<file path="src/rtl/avmm_rr_arbiter.sv">
// rtl/avmm_rr_arbiter.sv - round-robin arbiter sharing one Avalon-MM slave port among NREQ requesters
module avmm_rr_arbiter #(
  parameter int NREQ      = 4,
  parameter int ADDRWIDTH = 10,
  parameter int DATAWIDTH = 64,
  parameter int TIMEOUT   = 255
) (
  input  logic                           clk,
  input  logic                           rst,
  input  logic [NREQ-1:0]                req_i,
  input  logic [NREQ-1:0]                req_write_i,
  input  logic [NREQ*ADDRWIDTH-1:0]      req_addr_i,
  input  logic [NREQ*DATAWIDTH-1:0]      req_wdata_i,
  input  logic [NREQ*(DATAWIDTH/8)-1:0]  req_byteen_i,
  output logic [NREQ-1:0]                done_o,
  output logic                           err_o,
  output logic [DATAWIDTH-1:0]           rdata_o,
  output logic                           busy_o,
  output logic                           m_read,
  output logic                           m_write,
  output logic [ADDRWIDTH-1:0]           m_address,
  output logic [DATAWIDTH-1:0]           m_writedata,
  output logic [DATAWIDTH/8-1:0]         m_byteenable,
  input  logic [DATAWIDTH-1:0]           m_readdata,
  input  logic                           m_readdatavalid,
  input  logic                           m_waitrequest
);

  localparam int BEW = DATAWIDTH / 8;
  localparam int IW  = (NREQ > 1) ? $clog2(NREQ) : 1;

  typedef enum logic [1:0] {S_IDLE, S_ISSUE, S_WAIT_RD, S_DONE} state_t;

  state_t          state;
  logic [IW-1:0]   grant;
  logic [IW-1:0]   last_grant;
  logic [IW-1:0]   pick;
  logic [IW-1:0]   idx;
  logic            found;
  logic            is_write;
  logic [15:0]     cnt;

  logic [ADDRWIDTH-1:0] addr_a   [NREQ];
  logic [DATAWIDTH-1:0] wdata_a  [NREQ];
  logic [BEW-1:0]       byteen_a [NREQ];

  for (genvar k = 0; k < NREQ; k++) begin : g_unpack
    assign addr_a[k]   = req_addr_i[k*ADDRWIDTH +: ADDRWIDTH];
    assign wdata_a[k]  = req_wdata_i[k*DATAWIDTH +: DATAWIDTH];
    assign byteen_a[k] = req_byteen_i[k*BEW +: BEW];
  end

  // First requester strictly after last_grant, wrapping; last_grant itself is checked last.
  always_comb begin
    pick  = '0;
    idx   = '0;
    found = 1'b0;
    for (int i = 1; i <= NREQ; i++) begin
      idx = IW'((int'(last_grant) + i) % NREQ);
      if (!found && req_i[idx]) begin
        pick  = idx;
        found = 1'b1;
      end
    end
  end

  always_ff @(posedge clk or posedge rst) begin
    if (rst) begin
      state        <= S_IDLE;
      grant        <= '0;
      last_grant   <= IW'(NREQ - 1);
      is_write     <= 1'b0;
      cnt          <= '0;
      done_o       <= '0;
      err_o        <= 1'b0;
      rdata_o      <= '0;
      busy_o       <= 1'b0;
      m_read       <= 1'b0;
      m_write      <= 1'b0;
      m_address    <= '0;
      m_writedata  <= '0;
      m_byteenable <= '0;
    end else begin
      case (state)
        S_IDLE: begin
          if (found) begin
            grant        <= pick;
            is_write     <= req_write_i[pick];
            m_write      <= req_write_i[pick];
            m_read       <= !req_write_i[pick];
            m_address    <= addr_a[pick];
            m_writedata  <= wdata_a[pick];
            m_byteenable <= byteen_a[pick];
            cnt          <= '0;
            busy_o       <= 1'b1;
            state        <= S_ISSUE;
          end
        end
        S_ISSUE: begin
          cnt <= cnt + 16'd1;
          if (!m_waitrequest && (is_write || m_readdatavalid)) begin
            m_read        <= 1'b0;
            m_write       <= 1'b0;
            rdata_o       <= is_write ? '0 : m_readdata;
            done_o[grant] <= 1'b1;
            state         <= S_DONE;
          end else if (cnt >= 16'(TIMEOUT)) begin
            m_read        <= 1'b0;
            m_write       <= 1'b0;
            err_o         <= 1'b1;
            done_o[grant] <= 1'b1;
            state         <= S_DONE;
          end else if (!m_waitrequest) begin
            m_read <= 1'b0;
            state  <= S_WAIT_RD;
          end
        end
        S_WAIT_RD: begin
          cnt <= cnt + 16'd1;
          if (m_readdatavalid) begin
            rdata_o       <= m_readdata;
            done_o[grant] <= 1'b1;
            state         <= S_DONE;
          end else if (cnt >= 16'(TIMEOUT)) begin
            err_o         <= 1'b1;
            done_o[grant] <= 1'b1;
            state         <= S_DONE;
          end
        end
        default: begin
          done_o     <= '0;
          err_o      <= 1'b0;
          rdata_o    <= '0;
          busy_o     <= 1'b0;
          last_grant <= grant;
          state      <= S_IDLE;
        end
      endcase
    end
  end

endmodule

</file>
<file path="config.mk">
export PLATFORM = sky130hd
export DESIGN_NAME = avmm_rr_arbiter
export DESIGN_NICKNAME = d
export VERILOG_FILES = /design/src/rtl/avmm_rr_arbiter.sv
export SDC_FILE = /design/constraint.sdc
export NUM_CORES = 1
export LEC_CHECK = 0
export ABC_AREA = 1
export CAP_MARGIN = 20
export CORE_ASPECT_RATIO = 0.5
export CORE_MARGIN = 10
export CORE_UTILIZATION = 25
export DETAILED_ROUTE_END_ITERATION = 12
export HOLD_SLACK_MARGIN = 0.1
export PLACE_DENSITY = 0.64
export SLEW_MARGIN = 15
export SYNTH_ARGS = -nofsm -noshare
export SYNTH_HDL_FRONTEND = slang
export SYNTH_SLANG_ARGS = --single-unit
</file>
<file path="constraint.sdc">
create_clock -name clk -period 13.85 [get_ports clk]
set_input_delay 4.155 -clock clk [delete_from_list [all_inputs] [get_ports clk]]
set_output_delay 4.155 -clock clk [all_outputs]
set_load 0.005 [all_outputs]
</file>
---- Yosys cells after proc, flatten, opt, wreduce, memory -nomap -nowiden ----
Index checks and enable logic that the tools add are counted.
storage, ports and cells
  register bits after elaboration ......... 177
  bits in latches ......................... 0
  memory bits (writable) .................. 0
  ROM bits ................................ 0
  input bits .............................. 404
  output and inout port bits .............. 154
  word-level logic and storage cells ...... 127
  memories ................................ 0
operators by class
  $add $sub $neg .......................... 5
  multiply operators ...................... 0
  divide/modulo/power cells ............... 0
  magnitude comparators ................... 9
  equality and inequality tests ........... 10
  shift operators ......................... 0
  mux-type cells .......................... 61
  bitwise gates (word level) .............. 4
  reductions and logical operators ........ 24
operators by type and width
  kind                                                                                  number
  64-bit 2-to-1 mux                                                                     5
  64-bit one-hot mux with 3 select lines                                                1
  64-bit binary-select mux with 2-bit select                                            1
  16-bit one-hot mux with 2 select lines                                                1
  1-bit 2-to-1 mux                                                                      21
  10-bit binary-select mux with 2-bit select                                            1
  10-bit 2-to-1 mux                                                                     2
  2-bit 2-to-1 mux                                                                      10
  2-bit by 3-bit less-than comparator with 1-bit output, second input constant          6
  16-bit by 1-bit adder with 16-bit output, second input constant                       1
  8-bit binary-select mux with 2-bit select                                             1
  16-bit by 8-bit greater-or-equal comparator with 1-bit output, second input constant  1
  16-bit 2-to-1 mux                                                                     1
  8-bit 2-to-1 mux                                                                      2
  3-bit AND reduction                                                                   5
  4-bit 2-to-1 mux                                                                      3
  4-bit one-hot mux with 3 select lines                                                 1
  1-bit binary-select mux with 2-bit select                                             5
  2-bit inequality test, second input constant                                          5
  3-bit inequality test, second input constant                                          2
  1-bit one-hot mux with 2 select lines                                                 3
  2-bit one-hot mux with 3 select lines                                                 1
  2-bit AND reduction                                                                   3
  1-bit logical AND                                                                     5
  18 further kinds                                                                      26

---- Longest topological paths before layout ----
  depth after elaboration ................. 18
  depth in mapped cells ................... 18
  depth with buffers taken out ............ 15

---- Least setup slack after synthesis ----
OpenSTA, ideal clock, no wires.
  path kind ............................... input to register
  start ................................... in req_i[3]
  end ..................................... reg m_writedata[24]
  setup time .............................. 0.117 ns
  data arrival time ....................... 5.350 ns
  data required time ...................... 13.733 ns
  slack ................................... 8.383 ns
  stages .................................. 14
  buffers on the path ..................... 2
  cells stage by stage .................... inv_1 -> nand2_1 -> nand3_1 -> nand2_1 -> nor2_4 -> nand3_2 -> nand2_2 -> buf_4 -> buf_2 -> nand3_1 -> nand3_1 -> nand2_1 -> nand2_1 -> nand2_1
on the way
  word-level cells in the longest chain between the ends .. 16
  elaborated cells on any way between the ends .. 27
  those cells by class .................... 19 x mux; 1 x bitwise; 7 x reduce/logical
ends and longest elaborated chain
  element                                               line  text
  start: declaration                                    10    input logic [NREQ-1:0] req_i,
  1-bit binary-select mux with 2-bit select             60    if (!found && req_i[idx]) begin
  1-bit 2-to-1 mux (implied by the code)                60
  1-bit 2-to-1 mux                                      60
  1-bit zero test                                       60
  1-bit logical AND                                     60
  1-bit 2-to-1 mux                                      60
  1-bit zero test                                       60
  1-bit logical AND                                     60
  1-bit 2-to-1 mux                                      60
  1-bit zero test                                       60
  1-bit logical AND                                     60
  2-bit 2-to-1 mux                                      60
  2-bit NOT with 3-bit output (implied by the code)     92    m_writedata <= wdata_a[pick];
  64-bit binary-select mux with 2-bit select            92
  64-bit 2-to-1 mux (implied by the code) (2 in a row)  92
  end signal: assignment                                92
  end: declaration                                      22    output logic [DATAWIDTH-1:0] m_writedata,
Several ways; a longest one is shown, not always the timed one. The select of a mux whose other input is x is not followed.
A chain may end at the register's enable or synchronous reset.

---- Worst setup path after layout ----
  start ................................... in req_i[1]
  end ..................................... reg m_write
on the way
  word-level cells in the longest chain between the ends .. 16
  elaborated cells on any way between the ends .. 28
  those cells by class .................... 1 x eq/ne; 20 x mux; 7 x reduce/logical
ends and longest elaborated chain
  element                                    line  text
  1-bit binary-select mux with 2-bit select  60
  1-bit 2-to-1 mux (implied by the code)     60
  1-bit 2-to-1 mux                           60
  1-bit zero test                            60
  1-bit logical AND                          60
  1-bit 2-to-1 mux                           60
  1-bit zero test                            60
  1-bit logical AND                          60
  1-bit 2-to-1 mux                           60
  1-bit zero test                            60
  1-bit logical AND                          60
  2-bit 2-to-1 mux                           60
  1-bit binary-select mux with 2-bit select  89    m_write <= req_write_i[pick];
  1-bit 2-to-1 mux (implied by the code)     89
  1-bit 2-to-1 mux                           86    if (found) begin
  1-bit one-hot mux with 2 select lines      84    case (state)
  end signal: assignment                     89
  end: declaration                           20    output logic m_write,
Several ways; a longest one is shown, not always the timed one. The select of a mux whose other input is x is not followed.

==> flow_metrics.tcl <==
set metrics [dict create \
    die_h_um 174 \
    dieArea_um2 56900 \
    seq_area_frac_synth_pct 37.5 \
    skew_ps 20.2 \
    post-route-period-util_pct 50.8 \
    dieWidth_um 328 \
    layout-drive-gt1-share_pct 2.73 \
    vias 13600 \
    max-vdd-ir-drop_mv 0.220 \
    grt_pass1_wl_mm 81.9 \
    critical-path-top-delay-family "simple AND/OR/NAND/NOR gates" \
    regArea_um2 4430 \
    n_fill_cell 5009 \
    clk_pin_slew_worst_paths_ps 70 \
    start_util_pct 25.3 \
    vias_per_cell 4.47 \
    cts_max_level 4 \
    cts.path.max_buffers 2 \
    slew-limit-headroom_pct 25.0 \
    start_kind "primary input" \
    r2r_start "last_grant[0]" \
    tns_ps 0 \
    worstMarginPinSlew_ps 1130 \
    grt_max_degree 168 \
    required_ps 14180 \
    arrival_ps 7380 \
    final_cell_mix "658 x nand2_1, 557 x clkdlybuf4s50_1, 361 x inv_1" \
    avgSynthCellArea_um2 6.23 \
    setup_viol 0 \
    finalCriticalPeriod_ps 7040 \
    wl_mm 55.3 \
    clock-sinks 177 \
    cts_resized 0 \
    wl_per_cell_um 18.2 \
    antenna_found_initial 12 \
    maxSlewViolCount 0 \
    syn_to_final_growth_pct 55.6 \
    max-cap-violations 0 \
    path_cells "clkdlybuf4s50_1, nand2_1, nand3_1, nand2_1, nand2_1, nand2_1, nand2_8, nand2_8, nand2_1, nand3_1, nand3_1, nand2_1" \
    first_global_vias 12700 \
    post-cts-setup-buffers 0 \
    global_route.overflow_total 0 \
    multi_input_area_um2 5500 \
    final_common_cell "nand2_1" \
    cts_tree "built" \
    grt_use_total_pct 18.7 \
    status "complete, no violations" \
    max_freq_ghz 0.142 \
    hold_class "flop to flop" \
    cts-root-buf "clkbuf_16" \
    cts_inserted_buffers 17 \
    critPathKind "primary input to flop" \
    hpwlAfterDp_mm 41.4 \
    synth_area_um2 11800 \
    drtIter0Drc 1254 \
    drc 0 \
    synth_nets 2309 \
    worstSetupStartpoint "req_i[1]" \
    final_hold_viol_count 0 \
    crit_path_end_kind "flop" \
    fin_nets 2781 \
    cp_num_cells 12 \
    power_density_nw_per_um2 247 \
    cpMostUsedCell "nand2_1" \
    dr.pass1.iters 5 \
    holdPathStages 2 \
    ant_nets 0 \
    p_total_w 0.00455 \
    worstSkewPairLatency_ps 460 \
    slowest_delay_ps 710 \
    cpMaxStageDelayCell "nand2_8" \
    reg2reg_depth 13 \
    path_buf_inv 1 \
    ys_warn_count 0 \
    gp_congestion 0.884 \
    portBuffers 557 \
    p_leak_nw 9.48 \
    rsz0062_at_grt "false" \
    syn_inst 1899 \
    min-delay-start "m_writedata[42]" \
    postCtsHoldBufs 0 \
    ioPinCount 558 \
    coreArea_um2 46800 \
    critPathMaxFanout 167 \
    rows 56 \
    ys_seq_elements 177 \
    synth_cell_types 35 \
]
-- cells in the mapped netlist, drive strengths merged --
cell	count	area, µm²
clkinv	1	3.75
o22a	1	8.76
clkbuf	38	143
nor2	89	347
o31ai	5	37.5
xnor2	2	17.5
o21ai	17	85.1
inv	365	1370
a221oi	1	8.76
nand2	667	2530
o221ai	1	8.76
o21bai	1	7.51
nor4	1	6.26
ha	6	75.1
nand4	7	43.8
nand3	350	1760
dfrtp	175	4380
o21a	1	7.51
nor3	7	35.0
o211ai	1	7.51
a21boi	1	7.51
a21oi	80	400
dfstp	2	52.6
buf	77	460
xor2	3	26.3
-- report_power, final --
group	internal, W	total (W)	switching, W
Combinational	0.00117	0.00311	0.00194
Clock	0.000279	0.000515	0.000235
Sequential	0.000777	0.000920	0.000143
-- final timing paths --
check	end	slack (ps)
worst max-delay path	m_write	6810
worst min-delay path	m_writedata[42]	480
worst max register to register	m_write	10240
worst min register to register	m_writedata[42]	480
max in group asynchronous	cnt[11]	7550
min in group asynchronous	rdata_o[63]	4100
-- worst reg2reg max path, cell delays in order (launching register included) --
cell,delay [ps]
dfstp_2,640
inv_4,110
nand2_1,70
nand2_1,90
nand2_1,110
nand2_2,70
inv_1,50
nand2_1,150
nand2_8,500
nand2_8,860
nand2_1,270
nand3_1,290
nand3_1,230
nand2_1,60
-- cells by family (layout without fill, tap and decap cells) --
logic type	after synthesis	in the layout	share of synthesized area, %
other	0	9	0
adders and majority gates	6	6	0.635
xor gates and xnor gates	5	5	0.370
and+or+nand+nor	1121	1121	39.9
buffers and inverters	481	966	16.7
DFF	177	177	37.5
AOI/OAI and AO/OA	109	109	4.90
-- layer usage --
metal / track usage, % / vias to the layer above / wire length (µm)
met3: 3.70 / 73 / 2650
met2: 33.9 / 365 / 29700
met5: 0 / - / 13
met1: 21.6 / 6399 / 21500
li1: - / 6712 / -
met4: 6.13 / 2 / 1460
-- per-stage QoR --
step                      setup WS [ps]  hold slack (ps)  std cells  cell area, µm²  utilization (%)
after global routing               6520              498       3029           18400             39.3
after floorplan                    4900              471       1899           11800                -
after CTS                          6910              484       3021           18400             39.2
final                              6810              479       3031           18400             39.3
after detailed placement           6430              464       2989           17800             37.9
after global placement             6440              461       2989           17800             37.9
-- flip-flops by register name (all words and copies together), names as in the netlist, 2 cells and up --
signal / cells
state: 2
cnt: 16
last_grant: 2
m_address: 10
m_byteenable: 8
done_o: 4
m_writedata: 64
rdata_o: 64
grant: 2
-- layout make-up --
class / instances / area share [%]
Inverter: 366 / 7.50
Timing Repair Buffer: 568 / 30.8
Clock buffer: 19 / 2.46
Tap cell: 638 / 4.34
Clock inverter: 13 / 0.809
Sequential cell: 177 / 24.1
Antenna cell: 9 / 0.122
Multi-Input combinational cell: 1241 / 29.9
Note: power is estimated with default switching activity, not from simulation.
